**src/rtl/imm_gen_pipe.sv**
```systemverilog
// Purpose: decode-stage immediate generator with a 2-entry output buffer and saturating illegal counter.
// Latency: one cycle from accept to out_* when the buffer is empty.
// Backpressure: in_ready = (count < 2) from registered state only; out_ready has no combinational path to in_ready.
module imm_gen_pipe #(
    parameter int XLEN  = 32,
    parameter int TAG_W = 32,
    parameter int CNT_W = 16
) (
    input  logic             clk,
    input  logic             reset,
    input  logic             flush,
    input  logic             in_valid,
    output logic             in_ready,
    input  logic [31:0]      in_inst,
    input  logic [TAG_W-1:0] in_tag,
    output logic             out_valid,
    input  logic             out_ready,
    output logic [XLEN-1:0]  out_imm,
    output logic [2:0]       out_type,
    output logic             out_illegal,
    output logic [TAG_W-1:0] out_tag,
    output logic [CNT_W-1:0] illegal_cnt
);

    localparam logic [6:0] OPC_LOAD   = 7'b0000011;
    localparam logic [6:0] OPC_OP_IMM = 7'b0010011;
    localparam logic [6:0] OPC_AUIPC  = 7'b0010111;
    localparam logic [6:0] OPC_STORE  = 7'b0100011;
    localparam logic [6:0] OPC_OP     = 7'b0110011;
    localparam logic [6:0] OPC_LUI    = 7'b0110111;
    localparam logic [6:0] OPC_BRANCH = 7'b1100011;
    localparam logic [6:0] OPC_JALR   = 7'b1100111;
    localparam logic [6:0] OPC_JAL    = 7'b1101111;

    localparam logic [2:0] T_NONE  = 3'd0;
    localparam logic [2:0] T_I     = 3'd1;
    localparam logic [2:0] T_S     = 3'd2;
    localparam logic [2:0] T_B     = 3'd3;
    localparam logic [2:0] T_U     = 3'd4;
    localparam logic [2:0] T_J     = 3'd5;
    localparam logic [2:0] T_SHAMT = 3'd6;

    typedef struct packed {
        logic [XLEN-1:0]  imm;
        logic [2:0]       typ;
        logic             ill;
        logic [TAG_W-1:0] tag;
    } entry_t;

    entry_t           dec;
    entry_t           mem_q [2];
    entry_t           mem_d [2];
    entry_t           head_q, head_d;
    logic [1:0]       cnt_q, cnt_d;
    logic             wr_ptr_q, wr_ptr_d;
    logic             rd_ptr_q, rd_ptr_d;
    logic [CNT_W-1:0] ill_cnt_q, ill_cnt_d;
    logic             push, pop;

    assign in_ready    = (cnt_q < 2'd2);
    assign out_valid   = (cnt_q != 2'd0);
    assign push        = in_valid && in_ready;
    assign pop         = out_valid && out_ready;
    assign out_imm     = head_q.imm;
    assign out_type    = head_q.typ;
    assign out_illegal = head_q.ill;
    assign out_tag     = head_q.tag;
    assign illegal_cnt = ill_cnt_q;

    // Decode the incoming instruction into {imm, type, illegal, tag}.
    always_comb begin
        dec     = '0;
        dec.tag = in_tag;
        case (in_inst[6:0])
            OPC_OP: dec.typ = T_NONE;
            OPC_OP_IMM: begin
                if (in_inst[14:12] == 3'b001 || in_inst[14:12] == 3'b101) begin
                    // Shift amount only; inst[30] selects SRA and is not immediate data.
                    dec.typ = T_SHAMT;
                    if (XLEN == 32) begin
                        if (in_inst[25]) begin
                            dec.ill = 1'b1;
                        end else begin
                            dec.imm = {{(XLEN-5){1'b0}}, in_inst[24:20]};
                        end
                    end else begin
                        dec.imm = {{(XLEN-6){1'b0}}, in_inst[25:20]};
                    end
                end else begin
                    dec.typ = T_I;
                    dec.imm = {{(XLEN-12){in_inst[31]}}, in_inst[31:20]};
                end
            end
            OPC_LOAD, OPC_JALR: begin
                dec.typ = T_I;
                dec.imm = {{(XLEN-12){in_inst[31]}}, in_inst[31:20]};
            end
            OPC_STORE: begin
                dec.typ = T_S;
                dec.imm = {{(XLEN-12){in_inst[31]}}, in_inst[31:25], in_inst[11:7]};
            end
            OPC_BRANCH: begin
                dec.typ = T_B;
                dec.imm = {{(XLEN-13){in_inst[31]}}, in_inst[31], in_inst[7],
                           in_inst[30:25], in_inst[11:8], 1'b0};
            end
            OPC_LUI, OPC_AUIPC: begin
                dec.typ = T_U;
                dec.imm = {{(XLEN-31){in_inst[31]}}, in_inst[30:12], 12'b0};
            end
            OPC_JAL: begin
                dec.typ = T_J;
                dec.imm = {{(XLEN-21){in_inst[31]}}, in_inst[31], in_inst[19:12],
                           in_inst[20], in_inst[30:21], 1'b0};
            end
            default: dec.ill = 1'b1;
        endcase
    end

    // Buffer next state: flush wins over push; head register tracks the next head entry.
    always_comb begin
        mem_d     = mem_q;
        wr_ptr_d  = wr_ptr_q;
        rd_ptr_d  = rd_ptr_q;
        cnt_d     = cnt_q;
        ill_cnt_d = ill_cnt_q;
        head_d    = head_q;
        if (flush) begin
            cnt_d    = 2'd0;
            wr_ptr_d = 1'b0;
            rd_ptr_d = 1'b0;
        end else begin
            if (push) begin
                mem_d[wr_ptr_q] = dec;
                wr_ptr_d        = ~wr_ptr_q;
                if (dec.ill && !(&ill_cnt_q)) begin
                    ill_cnt_d = ill_cnt_q + CNT_W'(1);
                end
            end
            if (pop) begin
                rd_ptr_d = ~rd_ptr_q;
            end
            cnt_d = cnt_q + 2'(push) - 2'(pop);
        end
        // An empty buffer leaves out_* at their last values.
        if (cnt_d != 2'd0) begin
            head_d = mem_d[rd_ptr_d];
        end
    end

    // State registers with synchronous active-low reset.
    always_ff @(posedge clk) begin
        if (!reset) begin
            mem_q     <= '{default: '0};
            head_q    <= '0;
            cnt_q     <= 2'd0;
            wr_ptr_q  <= 1'b0;
            rd_ptr_q  <= 1'b0;
            ill_cnt_q <= '0;
        end else begin
            mem_q     <= mem_d;
            head_q    <= head_d;
            cnt_q     <= cnt_d;
            wr_ptr_q  <= wr_ptr_d;
            rd_ptr_q  <= rd_ptr_d;
            ill_cnt_q <= ill_cnt_d;
        end
    end

endmodule
```
**config.mk**
```make
export PLATFORM = sky130hd
export DESIGN_NAME = imm_gen_pipe
export DESIGN_NICKNAME = d
export VERILOG_FILES = /design/src/rtl/imm_gen_pipe.sv
export SDC_FILE = /design/constraint.sdc
export NUM_CORES = 1
export LEC_CHECK = 0
export CAP_MARGIN = 10
export CORE_UTILIZATION = 40
export DETAILED_ROUTE_END_ITERATION = 10
export PLACE_DENSITY = 0.74
export SETUP_SLACK_MARGIN = 0.02
export SYNTH_ARGS = -nofsm -noshare
export SYNTH_HDL_FRONTEND = slang
export SYNTH_SLANG_ARGS = --single-unit
```
**constraint.sdc**
```tcl
create_clock -name clk -period 4.5 [get_ports clk]
set_input_delay 0.9 -clock clk [delete_from_list [all_inputs] [get_ports clk]]
set_output_delay 0.9 -clock clk [all_outputs]
set_load 0.005 [all_outputs]
```
==> out/qor.csv, run 1 <==
stage,metric,value,unit
status,status,"complete, no violations",
detailed_routing,drtPass1Iterations,8,
setup_path,cp_top_family,buffers and inverters,
placement,place.port_buffers,154,
setup_path,r2r-end,out_tag[14],
logic_synthesis,syn_inst,1305,
setup_path,critPathMaxFanout,17,
floorplanning,start_util,41.0,%
floorplanning,die_h,163,um
sta,drv_slew,0,
cts,cts_tree,built,
sta,timing.fmax,318,MHz
pwr,p_per_area,389,nW/um^2
global_route,first_global_vias,9320,
detailed_routing,drt-vias-per-instance,5.84,
placement,dpl.hpwl,18000,um
cts,cts.clk_slew.worst_paths,0.06,ns
logic_synthesis,synth_area_leaders,"dfxtp_1, a21oi_1, nand2_1",
setup_path,rr_worst_depth,6,
floorplanning,dieArea,26500,sq um
setup_path,path_cells,"clkdlybuf4s50_1, nor2b_1, mux2i_4, and2_1, buf_4, a22oi_1, a31oi_1",
logic_synthesis,netlist_area,10400,sq um
logic_synthesis,synth_edf_count,0,
placement,gp_congestion,0.843,
setup_path,critical_path.endpoint,out_tag[14],
setup_path,reg2reg_from,cnt_q[1],
global_route,antenna_found_initial,0,
setup_path,end_kind,flip-flop,
sta,skew,0.0113,ns
floorplanning,fp.dieW,163,um
logic_synthesis,synth_top_cell_by_area,dfxtp_1,
logic_synthesis,synth_mux_area_share,0.931,%
logic_synthesis,ys_warn_count,0,
logic_synthesis,ys_types,64,
cts,postCtsSetupRepairBufs,0,
cts,htree_levels,1,
logic_synthesis,avgSynthCellArea,7.93,sq um
floorplanning,ios,155,
global_route,gr-total-overflow,0,
setup_path,regToRegSetupSlack,1.72,ns
hold_path,hold_path_class,reg2reg,
logic_synthesis,synth-simple-area-share,19.5,%
logic_synthesis,ys_seq_elements,224,
layout,fin_cells,1737,
detailed_routing,vias,10100,
layout,antenna_cells,0,
setup_path,cp_num_cells,7,
sta,tightest_slew,1.10,ns
logic_synthesis,synth-main-ff-cell,dfxtp_1,
logic_synthesis,synth_nets,1377,
logic_synthesis,synth_compound_area_share,29.3,%
detailed_routing,avgRoutedWirePerCell,17.5,um
global_route,grt_usage,22.3,%
logic_synthesis,synth-xor-area-share,0.302,%
sta,slew_headroom,26.9,%
logic_synthesis,synthAdderAreaFrac,0.363,%
cts,cts_root_buf,clkbuf_16,
cts,clk_latency,0.52,ns
cts,clock_sinks,224,
floorplanning,rows,58,
logic_synthesis,netlist.area_leader.share,43.3,%
detailed_routing,route.antenna.remaining_nets,0,
setup_path,cp_slowest_cell,clkdlybuf4s50_1,
detailed_routing,drt_wl_total,30400,um
sta,rsz0062_at_grt,no,
setup_path,path_buf_inv,2,
sta,final.setup.tns,0,ns
setup_path,startpoint_type,primary input,
logic_synthesis,yosysSeqAreaShare,43.3,%
layout,fin_util,51.2,%
logic_synthesis,async_reset_ff_share,0,%
sta,finalHoldViolCount,0,
cts,cts_hold_buf,0,
cts,cts_buffers,26,
global_route,grt_max_degree,108,
floorplanning,coreArea,25300,sq um
cts,cts_resized,0,
setup_path,cp.required,4.94,ns
pwr,vdd_drop_max,247,uV
pwr,leakage,4.49,nW
layout,area_growth,24.8,%
placement,place_inst,1690,
cts,cts_buffer_depth,3,
setup_path,worstSetupPathType,in2reg,
detailed_routing,drt_iter0_drc,845,
setup_path,slowest_delay,0.71,ns
sta,min_period,3.14,ns
sta,min_period_over_period,69.9,%
job,cap_violations,0,
setup_path,setup.worst_path.start,flush,
detailed_routing,remaining_drc_errors,0,
sta,setup_violations,0,
layout,nets,1460,
logic_synthesis,synth_top_family_by_area,compound AO/OA/AOI/OAI gates,
setup_path,worstPathArrival,3.58,ns
layout,drive_gt1_share,6.04,%
global_route,grt_pass1_wl,48400,um
-- layout make-up --
cell class | count | area [sq um]
Clock buffer | 37 | 783
Clock inverter | 10 | 80.1
Fill cell | 2391 | 12300
Inverter | 37 | 140
Multi-Input combinational cell | 921 | 5290
Sequential cell | 224 | 4480
Tap cell | 330 | 413
Timing Repair Buffer | 178 | 1730
-- cell usage after synthesis (21+ instances only) --
cell / number
inv_1: 36
o311ai_0: 21
dfxtp_1: 224
nand2_1: 200
a31oi_1: 57
clkbuf_1: 80
o21ai_0: 83
a21oi_1: 163
o221ai_1: 48
a22oi_1: 33
nand2b_1: 59
buf_2: 31
nor2_1: 72
-- stage by stage --
| stage | worst slack (ns) | hold WS, ns | instance area, sq um | power (mW) |
|---|---|---|---|---|
| 3_5_place_dp | 0.873 | 0.442 | 12100 | 2.96 |
| 3_3_place_gp | 0.967 | 0.436 | 12100 | 2.94 |
| 6_report | 1.36 | 0.449 | 12900 | 5.02 |
| 4_1_cts | 1.40 | 0.450 | 12900 | 5.05 |
| 5_1_grt | 1.19 | 0.462 | 12900 | 5.23 |
| 2_1_floorplan | 1.75 | 0.431 | 10400 | 2.59 |
-- routing by layer --
| metal | global-route usage, % | share of wire [%] | up-vias |
|---|---|---|---|
| met5 | 0 | 0 | - |
| met4 | 5.52 | 1.1 | 0 |
| met3 | 2.88 | 7.0 | 37 |
| met2 | 37.5 | 47 | 393 |
| met1 | 30.0 | 45 | 4806 |
| li1 | - | - | 4906 |
-- flip-flops by register name, indices dropped and copies added (netlist names) --
name,flops
illegal_cnt,16
out_imm,32
mem_q,136
rd_ptr_q,1
out_type,3
out_tag,32
out_illegal,1
cnt_q,2
wr_ptr_q,1
-- worst min-delay path by stage --
stage | start | endpoint | slack, ns | cells past startpoint
after floorplan | mem_q[0] | mem_q[0] | 0.43 | 2
after global placement | mem_q[7] | mem_q[7] | 0.44 | 2
after detailed placement | mem_q[16] | mem_q[16] | 0.44 | 2
after CTS | mem_q[23] | mem_q[23] | 0.45 | 2
after global routing | mem_q[17] | mem_q[17] | 0.46 | 2
final | mem_q[13] | mem_q[13] | 0.45 | 2
-- report_power, final --
group          switching (mW)  internal [mW]
Clock                   0.835           1.26
Sequential             0.0674           2.11
Combinational           0.402          0.347
Total                    1.31           3.72
-- placed cells by master, fill, tap and decap left out, types with 4 or more instances in the layout --
cell type / instances
a31oi_1: 57
a21oi_1: 162
and2_1: 8
clkinv_2: 8
a221oi_1: 9
o21ai_0: 83
o31ai_1: 11
o221ai_1: 48
nor2_1: 71
nand4_1: 5
nand3_1: 18
buf_4: 24
o21ai_1: 4
and3b_1: 4
clkbuf_8: 7
clkdlybuf4s50_1: 153
a22oi_1: 33
nand3b_1: 5
and3_1: 16
a311oi_1: 7
inv_1: 36
dfxtp_1: 224
o311ai_0: 21
o32a_1: 4
nand2b_1: 59
o22ai_1: 18
nor3_1: 8
a21boi_0: 8
nand2_1: 200
clkbuf_16: 27
or4_1: 9
-- worst register-to-register path, cell delays in order (launching register included) --
cell	delay, ns
dfxtp_1	0.51
o21a_1	0.30
mux2i_4	0.52
and2_1	0.68
buf_4	0.37
a22oi_1	0.12
a31oi_1	0.21
-- kinds of logic after synthesis --
group,Yosys count
muxes,8
adders and majority gates,3
xor gates and xnor gates,2
AOI/OAI and AO/OA,482
DFF,224
and+or+nand+nor,426
buffers and inverters,160
Note: power is estimated with default switching activity, not from simulation.
==> inputs of run 2 (changes only) <==
Clock period 4.5 ns to 3.05 ns, I/O delays scaled along.
==> out/qor.csv, run 2 (synthesis results as in run 1) <==
stage,metric,value,unit
setup_path,setup.worst_path.start,in_valid,
setup_path,startpoint_type,primary input,
pwr,leakage,4.71,nW
layout,antenna_cells,0,
layout,area_growth,28.7,%
hold_path,hold_path_class,reg2reg,
detailed_routing,drtPass1Iterations,7,
cts,clock_sinks,224,
sta,min_period,2.53,ns
pwr,vdd_drop_max,388,uV
detailed_routing,route.antenna.remaining_nets,0,
layout,nets,1497,
sta,rsz0062_at_grt,no,
cts,cts_resized,0,
global_route,gr-total-overflow,0,
detailed_routing,avgRoutedWirePerCell,17.3,um
sta,tightest_slew,0.764,ns
hold_path,hp-start,mem_q[22],
floorplanning,rows,58,
floorplanning,dieArea,26500,sq um
detailed_routing,vias,10200,
layout,largest_register_ff_count,136,
cts,cts_buffer_depth,3,
cts,cts_tree,built,
floorplanning,fp.dieW,163,um
pwr,comb_power_share,16.1,%
sta,setup_violations,0,
floorplanning,start_util,41.0,%
pwr,switching_share,25.8,%
cts,cts_root_buf,clkbuf_16,
layout,final_cell_mix,"dfxtp_1, nand2_1, a21oi_1",
pwr,p_per_area,552,nW/um^2
cts,htree_levels,1,
cts,clk_latency,0.52,ns
sta,final.setup.tns,0,ns
global_route,grt_usage,23.2,%
floorplanning,ios,155,
pwr,power.internal,5.46,mW
setup_path,reg2reg_from,cnt_q[1],
detailed_routing,remaining_drc_errors,0,
setup_path,worstSetupPathType,in2reg,
placement,dpl.hpwl,19100,um
layout,fin_util,52.8,%
sta,finalHoldViolCount,0,
setup_path,regToRegSetupSlack,0.54,ns
layout,layout_commonest_cell,dfxtp_1,
cts,cts_hold_buf,0,
placement,gp_congestion,0.880,
setup_path,critPathMaxFanout,31,
layout,fillers,2332,
setup_path,cp.required,3.49,ns
layout,largest-register,mem_q,
floorplanning,die_h,163,um
layout,drive_gt1_share,8.18,%
sta,drv_slew,0,
setup_path,end_kind,flip-flop,
detailed_routing,drt-vias-per-instance,5.78,
cts,postCtsSetupRepairBufs,0,
global_route,antenna_found_initial,0,
cts,cts.clk_slew.worst_paths,0.06,ns
pwr,p_seq_share,43.6,%
pwr,p_sw,1.90,mW
status,status,"complete, no violations",
sta,skew,0.00354,ns
job,cap_violations,0,
setup_path,worstPathArrival,2.97,ns
floorplanning,coreArea,25300,sq um
pwr,clockPowerShare,40.3,%
global_route,first_global_vias,9892,
placement,place.port_buffers,154,
global_route,grt_max_degree,81,
sta,slew_headroom,49.0,%
detailed_routing,drt_wl_total,30700,um
sta,timing.fmax,395,MHz
global_route,grt_pass1_wl,50600,um
cts,cts_buffers,25,
sta,min_period_over_period,83.0,%
detailed_routing,drt_iter0_drc,827,
## run 2: power groups by stage
| stage | Combinational (mW) | Sequential [mW] | Clock, mW |
|---|---|---|---|
| finish | 1.18 | 3.21 | 2.96 |
| global placement | 1.15 | 3.27 | 0 |
| detailed placement | 1.18 | 3.27 | 0 |
| floorplan | 0.573 | 3.26 | 0 |
| global route | 1.30 | 3.23 | 3.15 |
| CTS | 1.18 | 3.21 | 3.02 |
## run 2: cell type report
type | count | area [sq um] | area share, %
Clock buffer | 38 | 754 | 5.66
Timing Repair Buffer | 216 | 2190 | 16.4
Inverter | 37 | 140 | 1.05
Sequential cell | 224 | 4480 | 33.6
Clock inverter | 6 | 55.1 | 0.413
Multi-Input combinational cell | 921 | 5290 | 39.7
Tap cell | 330 | 413 | 3.10
## run 2: path summary, 6_finish.rpt
path                               endpoint  cells after the start
worst min register to register    mem_q[22]                      2
worst max register to register  out_imm[25]                     11
worst max-delay path            out_imm[25]                     11
worst min-delay path              mem_q[22]                      2
## run 2: routing by layer
metal / global-route usage (%) / share of wire [%] / vias up
met5: 0 / 0 / -
met4: 6.97 / 2.0 / 0
met3: 2.85 / 6.3 / 46
met2: 38.4 / 47 / 345
met1: 31.4 / 45 / 4875
li1: - / - / 4973
## run 2: worst max-delay path, stage by stage
cell	delay, ns
clkdlybuf4s50_1	0.52
nand2_1	0.11
ha_1	0.30
inv_1	0.06
ha_1	0.15
xnor3_1	0.27
a21oi_4	0.27
buf_12	0.23
buf_4	0.18
o21ai_0	0.08
a31oi_1	0.18
## run 2: per-stage QoR
step           cell area [sq um]  setup slack, ns  hold WS (ns)  power (mW)  instances
2_1_floorplan              10400            0.591         0.431        3.83       1305
3_3_place_gp               12500           0.0820         0.437        4.42       1728
3_5_place_dp               12500           0.0166         0.442        4.45       1728
4_1_cts                    13300            0.536         0.450        7.42       1772
5_1_grt                    13300            0.315         0.469        7.67       1772
6_report                   13300            0.519         0.448        7.36       1772
==> inputs of run 3 (changes only) <==
Clock period 3.05 ns to 2.5 ns, I/O delays scaled along.
==> out/qor.csv, run 3 (synthesis results as in run 1) <==
stage,metric,value,unit
detailed_routing,dr_wl_met2,14700,um
hold_path,hold_end,out_tag[7],
detailed_routing,drtPass1Iterations,6,
layout,largest-register,mem_q,
global_route,gr-total-overflow,0,
sta,holdWs,0.430,ns
placement,place.port_buffers,154,
floorplanning,ios,155,
detailed_routing,top_layer,met4,
detailed_routing,drt-vias-per-instance,5.71,
cts,cts.clk_slew.worst_paths,0.06,ns
sta,final.setup.tns,0,ns
setup_path,r2r-end,out_tag[22],
floorplanning,coreArea,25300,sq um
layout,drive_gt1_share,12.0,%
cts,clock_sinks,224,
sta,min_period,2.36,ns
placement,dpl.hpwl,20100,um
layout,nets,1558,
detailed_routing,route.met3.wl,2040,um
sta,skew,0.0124,ns
global_route,first_global_vias,10100,
global_route,grt_max_degree,81,
cts,htree_levels,1,
cts,cts_root_buf,clkbuf_16,
setup_path,cp.required,2.93,ns
hold_path,min_path_cells,3,
setup_path,worstPathArrival,2.80,ns
status,status,"complete, no violations",
detailed_routing,vias,10500,
pwr,leakage,5.00,nW
sta,tightest_slew,0.833,ns
layout,final_cell_mix,"dfxtp_1, nand2_1, a21oi_1",
cts,cts_hold_buf,0,
setup_path,startpoint_type,primary input,
detailed_routing,drt_wl_total,31100,um
floorplanning,fp.dieW,163,um
detailed_routing,remaining_drc_errors,0,
detailed_routing,avgRoutedWirePerCell,17.0,um
floorplanning,start_util,41.0,%
sta,timing.fmax,423,MHz
hold_path,hp-start,reset,
cts,cts_buffers,25,
pwr,vdd_drop_max,469,uV
detailed_routing,met1_length,13700,um
global_route,grt_pass1_wl,50800,um
detailed_routing,route.antenna.remaining_nets,0,
setup_path,rr_worst_depth,9,
pwr,comb_power_share,16.5,%
sta,finalHoldViolCount,0,
setup_path,critPathMaxFanout,32,
sta,slew_headroom,44.5,%
setup_path,cp_slowest_cell,clkdlybuf4s50_1,
floorplanning,rows,58,
sta,min_period_over_period,94.5,%
sta,rsz0062_at_grt,yes,
setup_path,slowest_delay,0.51,ns
sta,setup_violations,0,
floorplanning,dieArea,26500,sq um
cts,cts_buffer_depth,3,
pwr,switching_share,25.9,%
pwr,power.internal,6.76,mW
setup_path,reg2reg_from,cnt_q[1],
cts,postCtsSetupRepairBufs,0,
layout,antenna_cells,0,
setup_path,crit_path_frequent_cell,ha_1,
placement,gp_congestion,0.891,
hold_path,hold_path_class,in2reg,
detailed_routing,drt_iter0_drc,867,
layout,area_growth,33.3,%
layout,largest_register_ff_count,136,
pwr,p_seq_share,42.9,%
setup_path,path_cells,"clkdlybuf4s50_1, nand2_1, ha_1, inv_1, ha_1, xnor3_1, a21oi_4, buf_4, o21ai_0, a31oi_1",
pwr,p_per_area,661,nW/um^2
setup_path,end_kind,flip-flop,
setup_path,cp_top_family,buffers and inverters,
setup_path,regToRegSetupSlack,0.20,ns
pwr,clockPowerShare,40.6,%
layout,layout_commonest_cell,dfxtp_1,
job,cap_violations,0,
cts,cts_tree,built,
setup_path,path_buf_inv,3,
cts,clk_latency,0.52,ns
setup_path,worstSetupPathType,in2reg,
pwr,p_sw,2.36,mW
sta,drv_slew,0,
global_route,antenna_found_initial,0,
global_route,grt_usage,23.3,%
floorplanning,die_h,163,um
-- run 3: changes by cell type in the layout (fill, tap and decap cells not counted), sizes merged --
cell and delta:
clkbuf -3, buf +61, clkinv -1, bufinv +1
clkinvlp +3
-- run 3: through the flow --
stage                     instance area, sq um  total power [mW]  setup WS, ns  std cells  utilization (%)
after global placement                   13000              5.44        -0.274       1789             51.4
final                                    13800              9.12         0.137       1833             54.6
after detailed placement                 13000              5.48        -0.356       1789             51.4
after global routing                     13800              9.50        0.0182       1833             54.6
after CTS                                13800              9.18         0.117       1833             54.6
after floorplan                          10400              4.67         0.151       1305                -
-- run 3: worst max-delay path by stage --
| stage | from | endpoint | cells after the start |
|---|---|---|---|
| 3_5_place_dp | in_valid | out_tag[28] | 10 |
| 5_1_grt | in_valid | out_tag[30] | 10 |
| 3_3_place_gp | in_valid | out_tag[14] | 10 |
| 6_report | in_valid | out_tag[22] | 10 |
| 4_1_cts | in_valid | out_tag[22] | 10 |
| 2_1_floorplan | out_ready | out_imm[22] | 10 |
-- run 3: area by class of cell --
class                      instances  area (sq um)
fill                            2358         11500
multi-input combinational        921          5290
sequential                       224          4480
timing repair buffer             277          2650
clock buffer                      35           723
tap                              330           413
inverter                          37           140
clock inverter                     9           103
-- run 3: worst register-to-register path: cells and delay by family (launching register included) --
family	cells	cell delay, ns
AO/OA/AOI/OAI	4	0.79
buffers and inverters	2	0.40
XOR/XNOR	1	0.28
adder cells (fa/ha/maj)	2	0.42
flip-flops	1	0.33
-- run 3: repair_timing --
| item | in CTS | in global routing |
|---|---|---|
| endpoints found under the hold margin | 0 | 0 |
| endpoints found under the setup margin | 0 | 5 |
| gates resized for setup | 0 | 0 |
-- run 3: power by group through the flow --
stage	Combinational, mW	Clock [mW]	Sequential [mW]
2_1_floorplan	0.699	0	3.97
4_1_cts	1.50	3.77	3.92
3_3_place_gp	1.45	0	3.99
6_report	1.50	3.70	3.92
3_5_place_dp	1.49	0	3.99
5_1_grt	1.63	3.92	3.94
-- run 3: layer usage --
| metal | vias up | track usage [%] |
|---|---|---|
| met5 | - | 0 |
| li1 | 5104 | - |
| met2 | 382 | 39.6 |
| met3 | 49 | 3.11 |
| met1 | 4931 | 30.5 |
| met4 | 0 | 6.84 |
